==> config.mk <==
export PLATFORM = sky130hd
export DESIGN_NAME = bin_average_readout
export DESIGN_NICKNAME = d
export VERILOG_FILES = /design/src/rtl/bin_avg_pkg.sv /design/src/rtl/bin_avg_scaler.sv /design/src/rtl/bin_average_readout.sv
export SDC_FILE = /design/constraint.sdc
export NUM_CORES = 1
export LEC_CHECK = 0
export CORE_ASPECT_RATIO = 0.8
export CORE_MARGIN = 2
export CORE_UTILIZATION = 45
export DETAILED_ROUTE_END_ITERATION = 16
export DONT_BUFFER_PORTS = 1
export SYNTH_ARGS = -nofsm -noshare
export SYNTH_HDL_FRONTEND = slang
export SYNTH_SLANG_ARGS = --single-unit
==> constraint.sdc <==
create_clock -name clk -period 20.6 [get_ports clk]
set_clock_uncertainty 0.05 [all_clocks]
set_input_delay 4.12 -clock clk [delete_from_list [all_inputs] [get_ports clk]]
set_output_delay 4.12 -clock clk [all_outputs]
set_load 0.05 [all_outputs]
==> src/rtl/bin_avg_pkg.sv <==
// Shared types and width helpers for the bin averaging readout.
package bin_avg_pkg;

    typedef enum logic {
        IDLE   = 1'b0,
        STREAM = 1'b1
    } bin_avg_state_t;

    // Width of a bin index; never below one bit.
    function automatic int unsigned bin_idx_w(input int unsigned n_bins);
        return (n_bins < 2) ? 1 : $clog2(n_bins);
    endfunction

    localparam int unsigned DEFAULT_BIN_W = bin_idx_w(4);

endpackage

==> src/rtl/bin_avg_scaler.sv <==
// Divide one accumulated sum by 2^LOG2_FRAMES and saturate to OUT_WIDTH.
// BIN_AVG_ROUND_EN selects round half-up instead of truncation.
module bin_avg_scaler #(
    parameter int unsigned SUM_WIDTH   = 128,
    parameter int unsigned OUT_WIDTH   = 32,
    parameter int unsigned LOG2_FRAMES = 4
) (
    input  logic [SUM_WIDTH-1:0] in_sum,
    output logic [OUT_WIDTH-1:0] out_avg_c
);

    localparam int unsigned XW = SUM_WIDTH + 1;

    logic [XW-1:0] w_ext;
    logic [XW-1:0] w_rnd;
    logic [XW-1:0] w_shf;

    assign w_ext = {1'b0, in_sum};

`ifdef BIN_AVG_ROUND_EN
    // Extra headroom bit means adding the half-LSB can never wrap.
    assign w_rnd = w_ext + (XW'(1) << (LOG2_FRAMES - 1));
`else
    assign w_rnd = w_ext;
`endif

    assign w_shf = w_rnd >> LOG2_FRAMES;

    generate
        if (XW > OUT_WIDTH) begin : g_sat
            logic w_ovf;
            assign w_ovf     = |w_shf[XW-1:OUT_WIDTH];
            assign out_avg_c = w_ovf ? {OUT_WIDTH{1'b1}} : w_shf[OUT_WIDTH-1:0];
        end else begin : g_nosat
            assign out_avg_c = OUT_WIDTH'(w_shf);
        end
    endgenerate

endmodule

==> src/rtl/bin_average_readout.sv <==
// Frame counter, snapshot and valid/ready burst of per-bin averages.
// Rounding mode is chosen by BIN_AVG_ROUND_EN (see bin_avg_scaler).
module bin_average_readout
    import bin_avg_pkg::*;
#(
    parameter int unsigned BINS        = 4,
    parameter int unsigned SUM_WIDTH   = 128,
    parameter int unsigned OUT_WIDTH   = 32,
    parameter int unsigned LOG2_FRAMES = 4,
    localparam int unsigned BIN_W      = bin_idx_w(BINS)
) (
    input  logic                           clk,
    input  logic                           reset,
    input  logic [BINS-1:0][SUM_WIDTH-1:0] in_sums,
    input  logic                           in_frame_done,
    output logic                           sum_clear,
    output logic [OUT_WIDTH-1:0]           out_data,
    output logic [BIN_W-1:0]               out_bin,
    output logic                           out_valid,
    input  logic                           out_ready,
    output logic                           out_last,
    output logic                           overrun
);

    bin_avg_state_t         r_state;
    logic [LOG2_FRAMES-1:0] r_frame_cnt;
    logic [SUM_WIDTH-1:0]   r_snap [BINS];

    logic                 w_accept;
    logic                 w_final;
    logic                 w_trigger;
    logic                 w_capture;
    logic [BIN_W-1:0]     w_next_bin;
    logic [SUM_WIDTH-1:0] w_scale_in;
    logic [OUT_WIDTH-1:0] w_scaled;

    assign w_accept   = out_valid && out_ready;
    assign w_final    = w_accept && out_last;
    assign w_trigger  = in_frame_done && (r_frame_cnt == {LOG2_FRAMES{1'b1}});
    assign w_capture  = w_trigger && ((r_state == IDLE) || w_final);
    assign w_next_bin = out_bin + BIN_W'(1);

    // On capture the first beat comes straight from the incoming sums so it can
    // be registered on the same edge as the snapshot.
    always_comb begin
        w_scale_in = r_snap[w_next_bin];
        if (w_capture) begin
            w_scale_in = in_sums[0];
        end
    end

    bin_avg_scaler #(
        .SUM_WIDTH   (SUM_WIDTH),
        .OUT_WIDTH   (OUT_WIDTH),
        .LOG2_FRAMES (LOG2_FRAMES)
    ) u_scaler (
        .in_sum    (w_scale_in),
        .out_avg_c (w_scaled)
    );

    always_ff @(posedge clk) begin
        if (reset) begin
            r_state     <= IDLE;
            r_frame_cnt <= '0;
            sum_clear   <= 1'b0;
            overrun     <= 1'b0;
            out_valid   <= 1'b0;
            out_last    <= 1'b0;
            out_bin     <= '0;
            out_data    <= '0;
            for (int b = 0; b < int'(BINS); b++) begin
                r_snap[b] <= '0;
            end
        end else begin
            sum_clear <= w_trigger;
            if (in_frame_done) begin
                r_frame_cnt <= r_frame_cnt + LOG2_FRAMES'(1);
            end
            if (w_trigger && !w_capture) begin
                overrun <= 1'b1;
            end

            if (w_capture) begin
                for (int b = 0; b < int'(BINS); b++) begin
                    r_snap[b] <= in_sums[b];
                end
                r_state   <= STREAM;
                out_valid <= 1'b1;
                out_bin   <= '0;
                out_last  <= 1'b0;
                out_data  <= w_scaled;
            end else if (w_accept) begin
                if (out_last) begin
                    r_state   <= IDLE;
                    out_valid <= 1'b0;
                    out_last  <= 1'b0;
                end else begin
                    out_bin  <= w_next_bin;
                    out_last <= (w_next_bin == BIN_W'(BINS - 1));
                    out_data <= w_scaled;
                end
            end
        end
    end

endmodule

==> Word level (Yosys, flattened, before mapping) <==
Memories as Yosys holds them, arrays and structs flattened.
Cells that the tools add are included.
{ "op_classes": {"n_bitwise": 6, "reduce_logical": 14, "muxes": 18, "eq_ne": 3, "addsub": 2} }
{ "ops": {"columns": ["operator", "n"], "rows": [
  ["128-bit 2-to-1 mux", 5],
  ["32-bit 2-to-1 mux", 4],
  ["92-bit OR reduction", 1],
  ["1-bit 2-to-1 mux", 9],
  ["2-bit AND reduction", 3],
  ["1-bit logical AND", 5],
  ["4-bit by 1-bit adder with 4-bit output (second input constant)", 1],
  ["4-bit equality test (second input constant)", 1],
  ["1-bit OR", 4],
  ["2-bit nonzero test", 2],
  ["2-bit by 1-bit adder with 2-bit output (second input constant)", 1],
  ["2-bit equality test (second input constant)", 1],
  ["2-bit by 1-bit inequality test with 1-bit output (second input constant)", 1],
  ["1-bit NOT", 2],
  ["2-bit OR reduction", 1],
  ["1-bit zero test", 1],
  ["1-bit logical OR", 1]
]} }
{ "totals": {"mem_bits_rw": 512, "regBits": 42, "inputBits": 516, "n_memories": 1, "output_inout_bits": 38} }
{ "mem_list": {"columns": ["memory", "words", "width", "rd", "rd_clocked_by_memory_dff", "wr", "line", "text"], "rows": [
  ["r_snap", 4, 128, 1, 0, 4, "bin_average_readout.sv:27", "logic [SUM_WIDTH-1:0] r_snap [BINS];"]
]} }

==> Logic depth before layout (Yosys ltp) <==
Gate-level depths: netlist (run 1).
{ "logic_depth": {"ltp_word": 10, "depth_mapped": 12} }

==> By module <==
Synthesis (run 1) repeated with hierarchy kept, for this count alone.
{ "hier_totals": {"cells_unflattened": 1633, "hier_area_um2": 25877.3} }
{ "by_module_without_submodules": {"columns": ["mod", "instances", "cells_per_inst", "area_each_um2"], "rows": [
  ["bin_average_readout", 1, 1564, 25379.3],
  ["bin_avg_scaler", 1, 69, 498.0]
]} }

==> Worst setup path before layout (run 1) <==
Ideal clock, no wire load.
{ "synth_timing": {"kind": "in2reg", "from": "input reset", "to": "memory r_snap[0][100] (enable)", "arrival_ns": 16.256, "slack_ns": 3.339, "n_path_buf": 1, "setup_time_ns": 0.956, "cell_stages": 2, "cell_sequence": "clkbuf_2 nand2b_1"} }
{ "synth_lines": {"columns": ["element", "line", "text"], "rows": [
  ["from (decl)", "bin_average_readout.sv:13", "input logic reset,"],
  ["to (decl)", "bin_average_readout.sv:27", null]
]} }

==> impl_results.md, run 1 <==
* I/O Buffers at 0
* MaxCap Viol Count at 0
* Sequential share of power at 54.5%
* Average instance area after synthesis at 15.03 µm²
* Starting Density at 45.61%
* Vias in the first global route at 12060
* H-Tree Depth at 2
* F_max at 0.1201 GHz
* Hold Buf Count CTS at 0
* Switching power at approximately 440 µW
* Antenna violations before repair at 19
* Internal Power at ~1800 µW
* Final Hold Viols at 0
* Final standard cell area without fillers at about 0.024 mm²
* Drt total wl at 53210 µm
* Number of enable flip-flop cells after synthesis at 496
* Gr ovfl total at 0
* Worst-path clk slew at 0.06 ns
* Num ports at 554
* # resized after CTS at 0
* DRT antenna net count at 0
* GRT Total Usage at 20.57%
* CTS tree: built
* Relative slew slack at between 15 and 20%
* VDD IR-drop max at a little over 0.07 mV
* Minimum clock period at 8.330 ns
* Gpl congestion at 0.7977
* Vias per inst at 5.439
* Post-synth net total at 1989
* Placed instance area at 0.02255 mm²
* Synthesized flop and latch total at 538
* Mapped cell area at roughly 0.022 mm²
* Num CTS Buffers at 53
* Min-delay src: r_frame_cnt[3]
* Total power divided by cell area at 92.87 mW/mm²
* Row count at approximately 70
* Crit path launch: in_frame_done
* Synth area leader: edfxtp_1
* Syn Inst Count at 1471
* RSZ-0062 raised after global routing: no
* Setup bufs post-CTS at 0
* Crit Path Category: in -> reg
* Drt pass-1 iters at 5
* Required time of the critical path at 20.76 ns
* Top post-synthesis cells by area: edfxtp_1 (67%), and2_1 (14%), dfxtp_1 (3.8%), mux4_2 (3.3%), nor4_1 (2.7%)
* DIE AREA at just over 0.05 mm²
* Nets@finish at 1974
* Status: complete, no violations
* Crit share post-route at 40.43%
* Final Max Tran Viols at 0
* Min-Delay Path Class: reg -> reg
* Worst setup EP type: flip-flop
* Area growth syn-to-layout at 10.25%
* Synth cell types at 48
* Iteration-0 DRC count of the detailed router at 965
* Leak at 0.008490 µW
* Clock power frac at 44.1%
* Layout cells sized above 1 at 10.07%
* Yosys top cell area share at about two thirds
* Worst setup SP type: input pin
* Largest net degree at the start of global routing at 317
* CP arrival at 8.49 ns
* # setup viols final at 0
* Register area share after synthesis at 71.18%
* Logic gate share of total power at 1.4%
* Sink Count at 538
* Vias at 11670
* Drt wl/cell at 24.81 µm
* Slew @ Worst Pin at 1.263 ns
* Placeable Area at 0.04847 mm²
* CTS Buffer Depth at 3
* Worst skew pair latency at 0.60 ns
* Global-route wire length before repair at approximately 77000 µm
* Die H at just over 200 µm
* Switch share at between 10% and 20%
* Die Span X at 251.8 µm
* Synth Warn # at 0
* Final setup TNS at 0 ns
* Top_reg_cell synth: edfxtp_1
* FF-to-FF Start: out_last
* Crit Path Max Fanout at 203
* Dpl hpwl at 36550 µm
* Post-synth ARST share at 0%
* CTS root buf: clkbuf_16
* # DRC at 0
## layout by cell type, fill, tap and decap left out, drive strengths merged, types with 8 or more instances in the layout
cell    count
nor4       95
a211oi     34
mux4       32
buf        13
bufinv      8
clkbuf     70
and2      496
nand2      12
clkinv     17
nand4      21
nand3      11
edfxtp    496
diode      17
dfxtp      42
nor2       55
nor3       13
o22ai      33
## cells in the mapped netlist (all sizes together), types with 4 or more instances
master / n
and2: 496
edfxtp: 496
nor4: 95
clkbuf: 62
nor2: 55
dfxtp: 42
a211oi: 34
o22ai: 33
mux4: 32
nand4: 21
nor3: 13
buf: 12
nand2: 12
nand3: 11
nor4b: 7
a21oi: 5
dlygate4sd1: 5
or4: 5
o211ai: 4
## worst paths after layout
| check | end | slack [ns] | cells past startpoint |
|---|---|---|---|
| worst max-delay path | r_snap[2][97] | 12.27 | 8 |
| worst min-delay path | r_frame_cnt[3] | 0.48 | 2 |
| worst max register to register | r_snap[2][97] | 14.91 | 8 |
| worst min register to register | r_frame_cnt[3] | 0.48 | 2 |
## layout make-up
type	instances	area (µm²)
fillers	4085	24090
flip-flops and latches	538	15740
multi-input cells	847	5892
clock buffers	70	1443
well taps	629	787.0
clock inverters	28	336.6
repair buffers	13	122.6
diodes	17	42.54
inverters	3	11.26
## layer usage
| layer | track usage [%] | share of wire (%) | up-vias |
|---|---|---|---|
| met5 | 0 | 0.043 | - |
| met2 | 32.64 | 47 | 448 |
| li1 | - | - | 5447 |
| met4 | 7.058 | 2.7 | 4 |
| met3 | 7.263 | 9.7 | 83 |
| met1 | 26.35 | 40 | 5684 |
## cell families (layout without fill, tap and decap cells)
logic type / after synthesis / count (layout) / synth area share, %
xor gates and xnor gates: 4 / 4 / 0.1585
AOI/OAI and AO/OA: 87 / 87 / 3.203
adders and majority gates: 2 / 2 / 0.1132
muxes: 33 / 33 / 3.305
other: 0 / 17 / 0
and+or+nand+nor: 721 / 721 / 19.80
buffers and inverters: 86 / 114 / 2.247
DFF: 538 / 538 / 71.18
## through the flow
| stage | worst slack, ns | utilization [%] | cells | hold slack (ns) | power, µW |
|---|---|---|---|---|---|
| 6_report | 12.27 | 50.29 | 2145 | 0.4782 | 2264 |
| 5_1_grt | 11.98 | 50.27 | 2141 | 0.5048 | 2333 |
| 4_1_cts | 12.41 | 50.20 | 2128 | 0.4778 | 2286 |
| 3_5_place_dp | 11.76 | 46.53 | 2030 | 0.4647 | 1289 |
| 3_3_place_gp | 11.87 | 46.53 | 2030 | 0.4567 | 1287 |
| 2_1_floorplan | 3.339 | - | 1471 | 0.4297 | 1304 |
## power by group through the flow
| stage | Clock, µW | Sequential (µW) | Combinational (µW) |
|---|---|---|---|
| 2_1_floorplan | 0 | 1280 | 25.7 |
| 3_3_place_gp | 0 | 1250 | 32.5 |
| 3_5_place_dp | 0 | 1260 | 33.2 |
| 4_1_cts | 1020 | 1230 | 33.3 |
| 5_1_grt | 1060 | 1240 | 36.0 |
| 6_report | 998 | 1230 | 32.6 |
## sequential cells by signal, summed over array words and instances (netlist names)
register	cells
r_snap	496
out_bin	2
overrun	1
sum_clear	1
out_last	1
out_data	32
r_frame_cnt	4
r_state	1
## critical path, cell delays in order
cell and delay (ns):
nand4_1 0.20, inv_1 0.16, nand2_2 0.05, buf_4 0.30
nand2b_4 0.81, buf_12 0.73, buf_4 0.80, buf_4 0.81
Power figures use the tool's default switching activity.
==> run 2: changes to the inputs <==
Clock period 20.6 ns to 8.5 ns, I/O delays scaled along.
==> impl_results.md, run 2 (synthesized netlist as in run 1, its figures left out) <==
* Post-layout util at 50.05%
* WL met2 at 25890 µm
* Num ports at approximately 550
* Dpl hpwl at 36790 µm
* Gr ovfl total at 0
* Die H at 202.2 µm
* Top reg by flops: r_snap
* Crit Path Max Fanout at 33
* Clock power frac at about 42%
* Row count at roughly 70
* Uppermost layer routed: met5
* Min-delay src: r_frame_cnt[1]
* Register cell area after layout at between 0.015 and 0.02 mm²
* I/O Buffers at 0
* Worst setup SP type: flip-flop
* Global-route wire length before repair at slightly below 80000 µm
* DIE AREA at about 0.051 mm²
* Drt total wl at 53310 µm
* Layout cells sized above 1 at 9.813%
* Minimum clock period at 4.021 ns
* H-Tree Depth at 2
* Starting Density at 45.61%
* CP arrival at roughly 4.4 ns
* Biggest regs: r_snap x496, out_data x32, r_frame_cnt x4
* Crit-path max cell delay at around 0.83 ns
* CP top delay family: buffers and inverters
* Vias at around 12000
* Internal Power at roughly 4300 µW
* Hold worst-path end: r_frame_cnt[1]
* Flop2flop setup slack at 4.48 ns
* Final setup TNS at 0 ns
* Max reg flops at 496
* Crit share post-route at 47.31%
* Leak at 0.008431 µW
* Sequential share of power at 56.2%
* DRT antenna net count at 0
* FF-to-FF Start: out_bin[0]
* # setup viols final at 0
* Crit Path Category: reg -> reg
* Largest net degree at the start of global routing at 266
* Switch share at between 10% and 20%
* Drt pass-1 iters at 5
* # resized after CTS at 0
* Min-Delay Path Class: reg -> reg
* MaxCap Viol Count at 0
* M1 wire length at 21260 µm
* WHS Path Cells at 2
* Met3 WL at approximately 4700 µm
* Status: complete, no violations
* R2r endpoint: out_data[31]
* Final Hold Viols at 0
* Worst setup EP type: flip-flop
* Final Max Tran Viols at 0
* RSZ-0062 raised after global routing: no
* Area growth syn-to-layout at 9.723%
* Sink Count at 538
* Antenna violations before repair at 27
* Drt wl/cell at approximately 25 µm
* VDD IR-drop max at 0.1562 mV
* Nets@finish at 1974
* Logic gate share of total power at 1.5%
* Vias in the first global route at ~12000
* Total power divided by cell area at 219.2 mW/mm²
* Slew @ Worst Pin at 1.141 ns
* Hold Buf Count CTS at 0
* Required time of the critical path at 8.88 ns
* Num CTS Buffers at 53
* Multi-input logic area at about 0.0059 mm²
* Critical path buffer and inverter count at 2
* Commonest cells after routing, fill and taps aside: and2_1 (496), edfxtp_1 (496), nor4_1 (95)
* Vias per inst at 5.454
* Gpl congestion at 0.8087
* Setup bufs post-CTS at 0
* GRT Total Usage at 20.49%
* Crit path max-delay cell type: dfxtp_4
* Placeable Area at around 0.048 mm²
* Worst-path clk slew at 0.06 ns
* CTS tree: built
* Switching power at 1052 µW
* Cell Chain, Critical Path: buf_4, nor4b_1, nand4_1, nor4_1, o21ai_0, o211ai_1, a32o_2, buf_4, a211oi_1
* F_max at 0.2487 GHz
* Iteration-0 DRC count of the detailed router at 796
* Hold Slack at 0.4883 ns
* Relative slew slack at 23.93%
* Cell mode on critical path: buf_4
* FF-to-FF path depth at 9
* # DRC at 0
* FILL cells at 4143
* Worst skew pair latency at 0.58 ns
* CTS root buf: clkbuf_16
* CTS Buffer Depth at 3
* Die Span X at between 200 and 300 µm
[run 2: worst min-delay path, delay by kind of cell, from the launching register on]
family | cells | cell delay [ns]
DFF | 1 | 0.35
muxes | 1 | 0.08
and+or+nand+nor | 1 | 0.08
[run 2: layer usage]
metal | up-vias | track usage [%]
met5 | - | 0
met2 | 429 | 33.32
met3 | 94 | 6.800
met4 | 16 | 6.910
met1 | 5712 | 25.89
li1 | 5454 | -
[run 2: worst max-delay path by stage]
stage / startpoint / end / slack, ns / cells after the start
CTS: out_bin[0] / out_data[31] / 4.28 / 9
finish: out_bin[0] / out_data[31] / 4.48 / 9
detailed placement: out_ready / r_snap[0][14] / 3.92 / 6
floorplan: out_ready / r_snap[0][100] / 2.45 / 4
global placement: out_ready / r_snap[0][13] / 4.02 / 6
global route: out_bin[0] / out_data[0] / 4.09 / 9
[run 2: cell type report]
cell class / count / area share [%]
inverter: 3 / 0.04642
tap: 629 / 3.244
antenna: 19 / 0.1960
multi-input combinational: 847 / 24.29
timing repair buffer: 13 / 0.5571
clock inverter: 26 / 0.8201
sequential: 538 / 64.88
clock buffer: 71 / 5.963
[run 2: power by group through the flow]
stage	logic, µW	clock network [µW]	registers (µW)
after floorplan	62.5	0	3050
after global placement	79.1	0	3040
after detailed placement	81.3	0	3040
after CTS	81.5	2300	2990
after global routing	86.9	2400	2990
final	79.1	2250	2990
[run 2: through the flow]
stage	setup WS [ns]	std cells	instance area (µm²)	power [µW]
floorplan	2.452	1471	22120	3113
global placement	4.018	2030	22560	3119
detailed placement	3.924	2030	22560	3125
CTS	4.283	2127	24210	5372
global route	4.089	2141	24240	5481
finish	4.479	2146	24260	5317
==> run 3: changes to the inputs <==
Clock period 8.5 ns to 3.6 ns, I/O delays scaled along.
==> impl_results.md, run 3 (synthesized netlist as in run 1, its figures left out) <==
* Drt wl/cell at about 25 µm
* CTS Buffer Depth at 3
* Iteration-0 DRC count of the detailed router at 1060
* FILL cells at between 4000 and 5000
* Post-Place Setup Slack at 0.4322 ns
* Biggest regs: r_snap x496, out_data x32, r_frame_cnt x4
* RSZ-0062 raised after global routing: no
* Relative slew slack at 57.60%
* Hold worst-path end: out_data[12]
* Leak at about 0.0087 µW
* Sink Count at 538
* # setup viols final at 0
* Num ports at 554
* Worst setup EP type: flip-flop
* WHS Path Cells at 1
* Area growth syn-to-layout at 11.66%
* Max reg flops at 496
* CP arrival at 3.56 ns
* Final setup margin at 0.4431 ns
* Flop2flop setup slack at 0.44 ns
* Worst-path clk slew at 0.06 ns
* Setup bufs post-CTS at 0
* DIE AREA at 0.05093 mm²
* Crit Path Category: reg -> reg
* Slew @ Worst Pin at approximately 0.63 ns
* Drt pass-1 iters at 5
* Nets@finish at 1999
* Required time of the critical path at 4.00 ns
* Top reg by flops: r_snap
* DRT antenna net count at 0
* Switching power at 2530 µW
* I/O Buffers at 0
* Drt total wl at 54330 µm
* Vias in the first global route at 12320
* F_max at 0.3168 GHz
* CTS root buf: clkbuf_16
* Num CTS Buffers at between 50 and 60
* Crit share post-route at 87.69%
* Min-delay src: reset
* Final Max Tran Viols at 0
* Clock power frac at between 40 and 50%
* Internal Power at slightly above 10000 µW
* Layout cells sized above 1 at approximately an eighth
* Switch share at between 10% and 20%
* Die Span X at between 200 and 300 µm
* VDD IR-drop max at 0.3120 mV
* R2r endpoint: out_data[29]
* Antenna violations before repair at 24
* H-Tree Depth at 2
* Sequential share of power at 55.4%
* Commonest cells after routing, fill and taps aside: and2_1 (496), edfxtp_1 (496), nor4_1 (95)
* Status: complete, no violations
* Final Hold Viols at 0
* # DRC at 0
* Min-Delay Path Class: in -> reg
* Gpl congestion at 0.8348
* Die H at 202.2 µm
* MaxCap Viol Count at 0
* Minimum clock period at between 3 and 4 ns
* Crit Path Max Fanout at 32
* FF-to-FF Start: out_bin[0]
* Tot Pwr at 12710 µW
* FF-to-FF path depth at 10
* Placeable Area at 0.04847 mm²
* Gr ovfl total at 0
* Global-route wire length before repair at 78230 µm
* Logic gate share of total power at ~1.7%
* Vias per inst at 5.497
* Largest net degree at the start of global routing at about 120
* Row count at about 70
* Worst setup SP type: flip-flop
* Hold Buf Count CTS at 0
* Worst skew pair latency at about 0.59 ns
* Total power divided by cell area at 514.9 mW/mm²
* # resized after CTS at 0
* Vias at 11920
* GRT Total Usage at between 20% and 30%
* Dpl hpwl at 38810 µm
* Starting Density at 45.61%
* CTS tree: built
## run 3: final cells by class
type / count / area [µm²] / share of cell area [%]
Timing Repair Buffer: 38 / 510.5 / 2.068
Clock inverter: 25 / 205.2 / 0.8312
Clock buffer: 74 / 1498 / 6.067
Inverter: 3 / 11.26 / 0.04562
Sequential cell: 538 / 15740 / 63.76
Multi-Input combinational cell: 847 / 5897 / 23.89
Antenna cell: 15 / 37.54 / 0.1521
Tap cell: 629 / 787.0 / 3.188
## run 3: power groups by stage
stage / combinational, µW / sequential [µW] / clock [µW]
2_1_floorplan: 148 / 7200 / 0
3_3_place_gp: 215 / 7170 / 0
3_5_place_dp: 221 / 7180 / 0
4_1_cts: 221 / 7050 / 5560
5_1_grt: 236 / 7060 / 5820
6_report: 216 / 7050 / 5450
## run 3: worst max path at each step
stage | from | to | cells after the start
after CTS | out_bin[0] | out_data[29] | 10
final | out_bin[0] | out_data[29] | 10
after detailed placement | out_bin[0] | out_data[0] | 10
after global placement | out_bin[0] | out_data[29] | 10
after global routing | out_bin[0] | out_data[5] | 10
after floorplan | in_frame_done | r_snap[0][100] | 4
## run 3: through the flow
stage / std cells / util (%) / hold WS [ns] / area (µm²) / TNS, ns
6_report: 2169 / 50.93 / 0.1539 / 24690 / 0
5_1_grt: 2164 / 50.91 / 0.1253 / 24670 / 0
4_1_cts: 2154 / 50.86 / 0.1086 / 24650 / 0
3_5_place_dp: 2055 / 47.34 / 0.4587 / 22950 / 0
3_3_place_gp: 2055 / 47.34 / 0.4497 / 22950 / 0
2_1_floorplan: 1471 / - / 0.4297 / 22120 / -713.58
## run 3: layer usage
metal,global-route usage (%),share of wire (%),vias up
met3,7.173,9.3,93
met5,0,0.18,-
li1,-,-,5497
met4,7.164,2.8,16
met1,26.30,40,5870
met2,33.81,48,448
## run 3: critical path, stage by stage (launching register included)
cell	delay, ns
dfxtp_4	0.56
inv_1	0.23
ha_2	0.64
nor4bb_1	0.34
nand3_1	0.15
nand4_1	0.09
nand4_1	0.12
a211oi_2	0.22
a32o_2	0.22
buf_12	0.24
a211oi_1	0.12
